<file path="src/rtl/map_writer.sv">
`default_nettype none
// ============================================================================
// Module   : map_writer
// Brief    : Loads a full RGB444 map from a byte stream into map RAM.
//            Each pixel is two bytes: {xxxx,R} followed by {G,B}.
// Revision : 1.0 - initial release
// ============================================================================
module map_writer #(
   parameter int MAP_W = 512,
   parameter int MAP_H = 128
) (
   input  logic        clk,
   input  logic        rst_n,
   input  logic        start,
   input  logic        abort,
   input  logic [7:0]  rx_data,
   input  logic        rx_valid,
   output logic        rx_ready,
   output logic        wr_en,
   output logic [15:0] wr_adr,
   output logic [11:0] wr_data,
   output logic        busy,
   output logic        done
);

   localparam logic [8:0] c_COL_LAST = 9'(MAP_W - 1);
   localparam logic [6:0] c_ROW_LAST = 7'(MAP_H - 1);

   typedef enum logic [2:0] {
      IDLE  = 3'd0,
      HI    = 3'd1,
      LO    = 3'd2,
      WRITE = 3'd3,
      FIN   = 3'd4
   } state_t;

   state_t     r_state;
   logic [6:0] r_row;
   logic [8:0] r_col;
   logic [3:0] r_red;

   // All outputs are set alongside the state they belong to, so each one is
   // a flop reflecting the state the FSM is entering.
   always_ff @(posedge clk or negedge rst_n) begin
      if (!rst_n) begin
         r_state  <= IDLE;
         r_row    <= 7'd0;
         r_col    <= 9'd0;
         r_red    <= 4'd0;
         rx_ready <= 1'b0;
         wr_en    <= 1'b0;
         wr_adr   <= 16'd0;
         wr_data  <= 12'd0;
         busy     <= 1'b0;
         done     <= 1'b0;
      end else begin
         wr_en <= 1'b0;
         done  <= 1'b0;
         case (r_state)
            IDLE: begin
               if (start && !abort) begin
                  r_state  <= HI;
                  r_row    <= 7'd0;
                  r_col    <= 9'd0;
                  rx_ready <= 1'b1;
                  busy     <= 1'b1;
               end
            end
            HI: begin
               if (abort) begin
                  r_state  <= IDLE;
                  rx_ready <= 1'b0;
                  busy     <= 1'b0;
               end else if (rx_valid && rx_ready) begin
                  r_red   <= rx_data[3:0];
                  r_state <= LO;
               end
            end
            LO: begin
               if (abort) begin
                  r_state  <= IDLE;
                  rx_ready <= 1'b0;
                  busy     <= 1'b0;
               end else if (rx_valid && rx_ready) begin
                  // wr_data doubles as the G/B latch so it holds between writes
                  r_state  <= WRITE;
                  rx_ready <= 1'b0;
                  wr_en    <= 1'b1;
                  wr_adr   <= {r_row, r_col};
                  wr_data  <= {r_red, rx_data};
               end
            end
            WRITE: begin
               if (abort) begin
                  r_state <= IDLE;
                  busy    <= 1'b0;
               end else if (r_col != c_COL_LAST) begin
                  r_col    <= r_col + 9'd1;
                  r_state  <= HI;
                  rx_ready <= 1'b1;
               end else begin
                  r_col <= 9'd0;
                  if (r_row != c_ROW_LAST) begin
                     r_row    <= r_row + 7'd1;
                     r_state  <= HI;
                     rx_ready <= 1'b1;
                  end else begin
                     r_state <= FIN;
                     busy    <= 1'b0;
                     done    <= 1'b1;
                  end
               end
            end
            FIN: begin
               r_state <= IDLE;
            end
            default: begin
               r_state  <= IDLE;
               rx_ready <= 1'b0;
               busy     <= 1'b0;
            end
         endcase
      end
   end

endmodule
`default_nettype wire

</file>
<file path="config.mk">
export PLATFORM = sky130hd
export DESIGN_NAME = map_writer
export DESIGN_NICKNAME = d
export VERILOG_FILES = /design/src/rtl/map_writer.sv
export SDC_FILE = /design/constraint.sdc
export NUM_CORES = 1
export LEC_CHECK = 0
export CAP_MARGIN = 20
export CORE_ASPECT_RATIO = 1.25
export CORE_MARGIN = 3
export CORE_UTILIZATION = 47
export DETAILED_ROUTE_END_ITERATION = 10
export GPL_TIMING_DRIVEN = 0
export PLACE_DENSITY = 0.75
export SETUP_SLACK_MARGIN = 0.15
export SYNTH_ARGS = -nofsm -noshare
export SYNTH_HDL_FRONTEND = slang
export SYNTH_SLANG_ARGS = --single-unit
</file>
<file path="constraint.sdc">
create_clock -name clk -period 1.75 [get_ports clk]
set_input_delay 0.2625 -clock clk [delete_from_list [all_inputs] [get_ports clk]]
set_output_delay 0.2625 -clock clk [all_outputs]
set_load 0.02 [all_outputs]
</file>
* After elaboration in Yosys (flattened, before gate mapping) *
Index checks and enable logic that the tools add are counted.

cells by class
  add/sub/neg operators = 2
  eq/ne operators = 17
  mux-type cells = 37
  bitwise gates (word level) = 2
  reductions and logical operators = 13

operators by type and width
  kind                 number
  $mux 7               4
  $mux 9               3
  $mux 3               8
  $pmux 9 s2           1
  $mux 1               17
  $ne 3x3->1 const B   5
  $pmux 7 s2           1
  $pmux 3 s4           1
  $reduce_and 3->1     4
  $ne 2x2->1 const B   5
  $reduce_and 5->1     2
  $add 9x1->9 const B  1
  $ne 9x9->1 const B   1
  $add 7x1->7 const B  1
  $ne 7x7->1 const B   1
  $eq 3x2->1 const B   2
  $reduce_and 6->1     1
  $pmux 1 s5           1
  $pmux 1 s4           1
  $eq 3x1->1 const B   1
  $eq 3x3->1 const B   1
  $logic_not 3->1      1
  $logic_and 1x1->1    2
  $ne 2x1->1 const B   1
  4 further kinds      5

storage, ports and cells
  flip-flop bits (word level) = 55
  input bits = 13
  output and inout port bits = 32
  logic and storage cells = 81

* Longest topological paths before layout *
  depth after elaboration = 5
  gate-level depth with buffers = 8
  mapped depth without buffers = 8

* Least setup slack after synthesis *
No wires, ideal clock.

  kind = flip-flop to flip-flop
  start point = reg r_col[0]
  end point = reg r_row[0]
  data arrival time = 1695 ps
  required time = 1625 ps
  setup slack = -69 ps
  cell stages (with the launch flop) = 9
  cells stage by stage = dfrtp_1 > ha_1 > nand2_1 > nor3_1 > ha_1 > and3_1 > o21a_1 > o21ai_0 > mux2_2

between the ends
  cells in the longest elaborated chain, start to end = 3

ends and longest elaborated chain
  item                               line  RTL
  start, declared                    39    logic [8:0] r_col;
  start signal, assigned             98    r_col <= r_col + 9'd1;
  $ne 9x9->1                         97    end else if (r_col != c_COL_LAST) begin
  $ne 2x2->1 (no source line)        --
  $reduce_and 5->1 (no source line)  --
  end signal, assigned               104   r_row <= r_row + 7'd1;
  end, declared                      38    logic [6:0] r_row;

Every way passes these cells.
A chain may end at the register's enable or synchronous reset.

* Worst setup path in the final report *
  start point = reg r_col[0]
  end point = reg rx_ready

between the ends
  cells in the longest elaborated chain, start to end = 4

ends and longest elaborated chain
  item                  line  RTL
  $ne 9x9->1 (*)        97
  $mux 1                97
  $mux 1                94    if (abort) begin
  $pmux 1 s5            59    case (r_state)
  end signal, assigned  65    rx_ready <= 1'b1;
  end signal, assigned  100   rx_ready <= 1'b1;
  end signal, assigned  106   rx_ready <= 1'b1;
  end, declared         18    output logic rx_ready,

Mark *: on every way between the ends. The rest lies on a longest branch, timed or not. The select of a mux whose other input is x is not followed.

==> reports/qor.yml <==
status:
  status: "finished with violations"
  violations: "negative setup slack"
sta:
  setup_slack_ns: -0.0947
  rsz0062_at_grt: "true"
  fmax_mhz: 542
  setup-violations-final: 30
  clock_skew_ns: 0.00661
  final_max_slew_viol_count: 0
  max_slew_margin_pct: 70.4
  hold_violations: 0
  fin_crit_sh_pct: 105
  holdWs_ns: 0.410
  worst_pin_slew_ns: 0.442
  finalCriticalPeriod_ns: 1.84
critical_path:
  crit_chain: "ha_2, nand2_2, nor3_4, ha_2, and3_4, buf_4, o21ai_4, a32oi_1, a221o_1"
  cp.required_ns: 1.96
  start_kind: "register"
  cpMaxStageDelayCell: "dfrtp_1"
  cp.arrival_ns: 2.05
  path_max_fanout: 3
  r2r_slack_ns: -0.09
  path_class: "reg -> reg"
  worst_path_largest_cell_delay_ns: 0.41
  ff2ff_path_depth: 9
  critPathMostFrequentCell: "ha_2"
  end_kind: "register"
synthesis:
  synth_top_cell_by_area: "dfrtp_1"
  syn-cell-area_sq_um: 2540
  synth_warnings: 0
  synth_edf_count: 0
  netlist_top_cells_count: "dfrtp_1 (55), mux2_4 (27), nand2_1 (15), a21oi_1 (10), o21ai_0 (10)"
  synth.most_common_cell: "dfrtp_1"
  avgSynthCellArea_sq_um: 12.7
  yosys-top-cells-area: "dfrtp_1 (54%), mux2_4 (16%), mux2_2 (2.2%)"
  ys.flop_type: "dfrtp_1"
  async_reset_ff_share_pct: 100
  ys_seq_area_share_pct: 54.1
  synth-compound-area-share_pct: 9.10
  synth_top_family_by_area: "multiplexers"
  synthXorXnorAreaFrac_pct: 2.07
  synthCells: 201
  synthSimpleGateAreaFrac_pct: 12.4
  synth_top_area_share_pct: 54.1
  synth_fp_nets: 217
  synthDistinctLibCells: 41
  ys_ff_latch: 55
  synth_fa_ha_area_share_pct: 1.48
  muxShareOfSynthArea_pct: 18.2
routing:
  vias: 1884
  drt_pass1_iterations: 4
  avgViaCountPerCell: 5.54
  avgRoutedWirePerCell_um: 17.6
  routed_wl_um: 5980
  drcViolationCount: 0
  drtIter0Drc: 116
  postRouteAntennaNets: 0
die:
  fp.dieW_um: 71.8
  start_util_pct: 49.4
  num_rows: 29
  ios: 45
  die_h_um: 88.3
  die_area_sq_um: 6340
  core_sq_um: 5150
clocking:
  clock_sinks: 55
  htreeDepth: 2
  clock_path_buffers: 2
  clock_latency_ns: 0.31
  cts_made_buffers: 5
  cts.reportedPaths.clkPinSlew_ns: 0.10
  cts_tree: "built"
  root_buffer: "clkbuf_8"
global_route:
  grtUsageTotal_pct: 20.1
  grt_pass1_wl_um: 9670
  grt_start_max_net_pins: 39
  grt_pass1_vias: 1890
  overflow: 0
  antenna_found_initial: 0
power:
  p_per_area_nw_per_um2: 795
  clkPwrFrac_pct: 34.2
  p_seq_share_pct: 49.6
  combPwrFrac_pct: 16.2
  internal_power_mw: 2.20
  peakVddDrop_uv: 443
  switchingPower_mw: 0.690
  leakagePower_nw: 1.85
  switching_share_pct: 23.8
final_layout:
  final_util_pct: 70.6
  antenna_cells: 0
  fin_cells: 340
  area_growth_pct: 43.1
  drive_gt1_share_pct: 34.9
  final_nets: 293
placed_design:
  dp_hpwl_um: 3580
  place_congestion: 0.846
  io_buffers: 44
  placed_cells: 308
flow_run:
  cap_violations: 0
worst_hold_path:
  min_path_type: "in -> async"
-- worst max-delay path: cells and delay by family, from the launching register on --
kind	cells	cell delay, ns
DFF	1	0.41
AOI/OAI and AO/OA	3	0.49
buffers and inverters	1	0.13
adders and majority gates	2	0.39
and+or+nand+nor	3	0.32
-- cells in the final DEF (no fill, tap or decap), types with 3 or more instances in the layout --
master           netlist  final
buf_12                 0      5
mux2_4                27     28
nor3_1                 4      3
clkbuf_8               0      5
clkdlybuf4s50_1        0     34
dfrtp_1               55     54
buf_4                  0     15
buf_2                  3      4
nor2_1                 8      6
o21ai_1                0      3
and3_1                 6      5
a21oi_1               10      7
nand3_1                5      4
o21ai_0               10      4
buf_16                 0      3
a21oi_2                0      3
nand4_1                4      4
nand2_1               15     14
dlymetal6s2s_1         0      7
buf_6                  3      5
xnor2_1                4      4
mux2_2                 5      4
-- power groups by stage --
stage	clock network [mW]	logic (mW)	registers [mW]
after floorplan	0	0.187	1.51
after global placement	0	0.426	1.45
after detailed placement	0	0.438	1.46
after CTS	0.997	0.462	1.43
after global routing	1.06	0.506	1.45
final	0.990	0.469	1.43
-- sequential cells by signal, indices dropped and copies added, names as in the netlist, 3 cells and up --
| register | cells |
|---|---|
| wr_adr | 16 |
| wr_data | 12 |
| r_col | 9 |
| r_state | 3 |
| r_row | 7 |
| r_red | 4 |
-- worst paths after layout --
| path | from | end |
|---|---|---|
| max | r_col[0]$_DFFE_PN0P_ | rx_ready$_DFFE_PN0P_ |
| min | rst_n | r_col[7]$_DFFE_PN0P_ |
| max reg2reg | r_col[0]$_DFFE_PN0P_ | rx_ready$_DFFE_PN0P_ |
| min reg2reg | wr_adr[6]$_DFFE_PN0P_ | wr_adr[6]$_DFFE_PN0P_ |
| max in group asynchronous | rst_n | r_state[2]$_DFFE_PN0P_ |
| min in group clk | wr_adr[6]$_DFFE_PN0P_ | wr_adr[6]$_DFFE_PN0P_ |
-- cell type report --
class	instances	area, sq um
multi-input combinational	135	1210
fill	353	1510
clock inverter	2	60.1
sequential	55	1380
clock buffer	6	72.6
timing repair buffer	69	741
buffer	9	95.1
inverter	2	7.51
tap	62	77.6
-- layer usage --
layer / vias to the layer above / part of all wire, % / GRT usage (%)
met5: - / 0 / 0
met4: 0 / 1.5 / 6.67
met3: 11 / 4.5 / 3.86
met2: 51 / 50 / 34.4
met1: 938 / 44 / 25.5
li1: 884 / - / -
-- repair_timing --
| item | in CTS | in global routing |
|---|---|---|
| endpoints found under the setup margin | 53 | 59 |
| hold buffers | 1 | 0 |
| pin swaps | 4 | 6 |
| endpoints found under the hold margin | 17 | 0 |
| buffers inserted | 16 | 3 |
| gates cloned | 4 | 0 |
| resized for setup | 29 | 17 |
-- logic make-up after synthesis --
kind of cell,Yosys count
compound gates,36
xor+xnor,6
flops,55
fa+ha+maj,3
mux,32
buf+inv,11
simple gates,58
-- per-stage QoR --
step | power (mW) | cell area (sq um) | TNS, ns | setup slack [ns]
floorplan | 1.70 | 2600 | 0 | 0.0235
global placement | 1.88 | 3120 | -80.54 | -1.27
detailed placement | 1.90 | 3130 | -10.98 | -0.307
CTS | 2.89 | 3560 | -0.945 | -0.0796
global route | 3.01 | 3640 | -2.91 | -0.175
finish | 2.89 | 3640 | -1.24 | -0.0947
No activity file was read; power rests on OpenSTA's default activity.
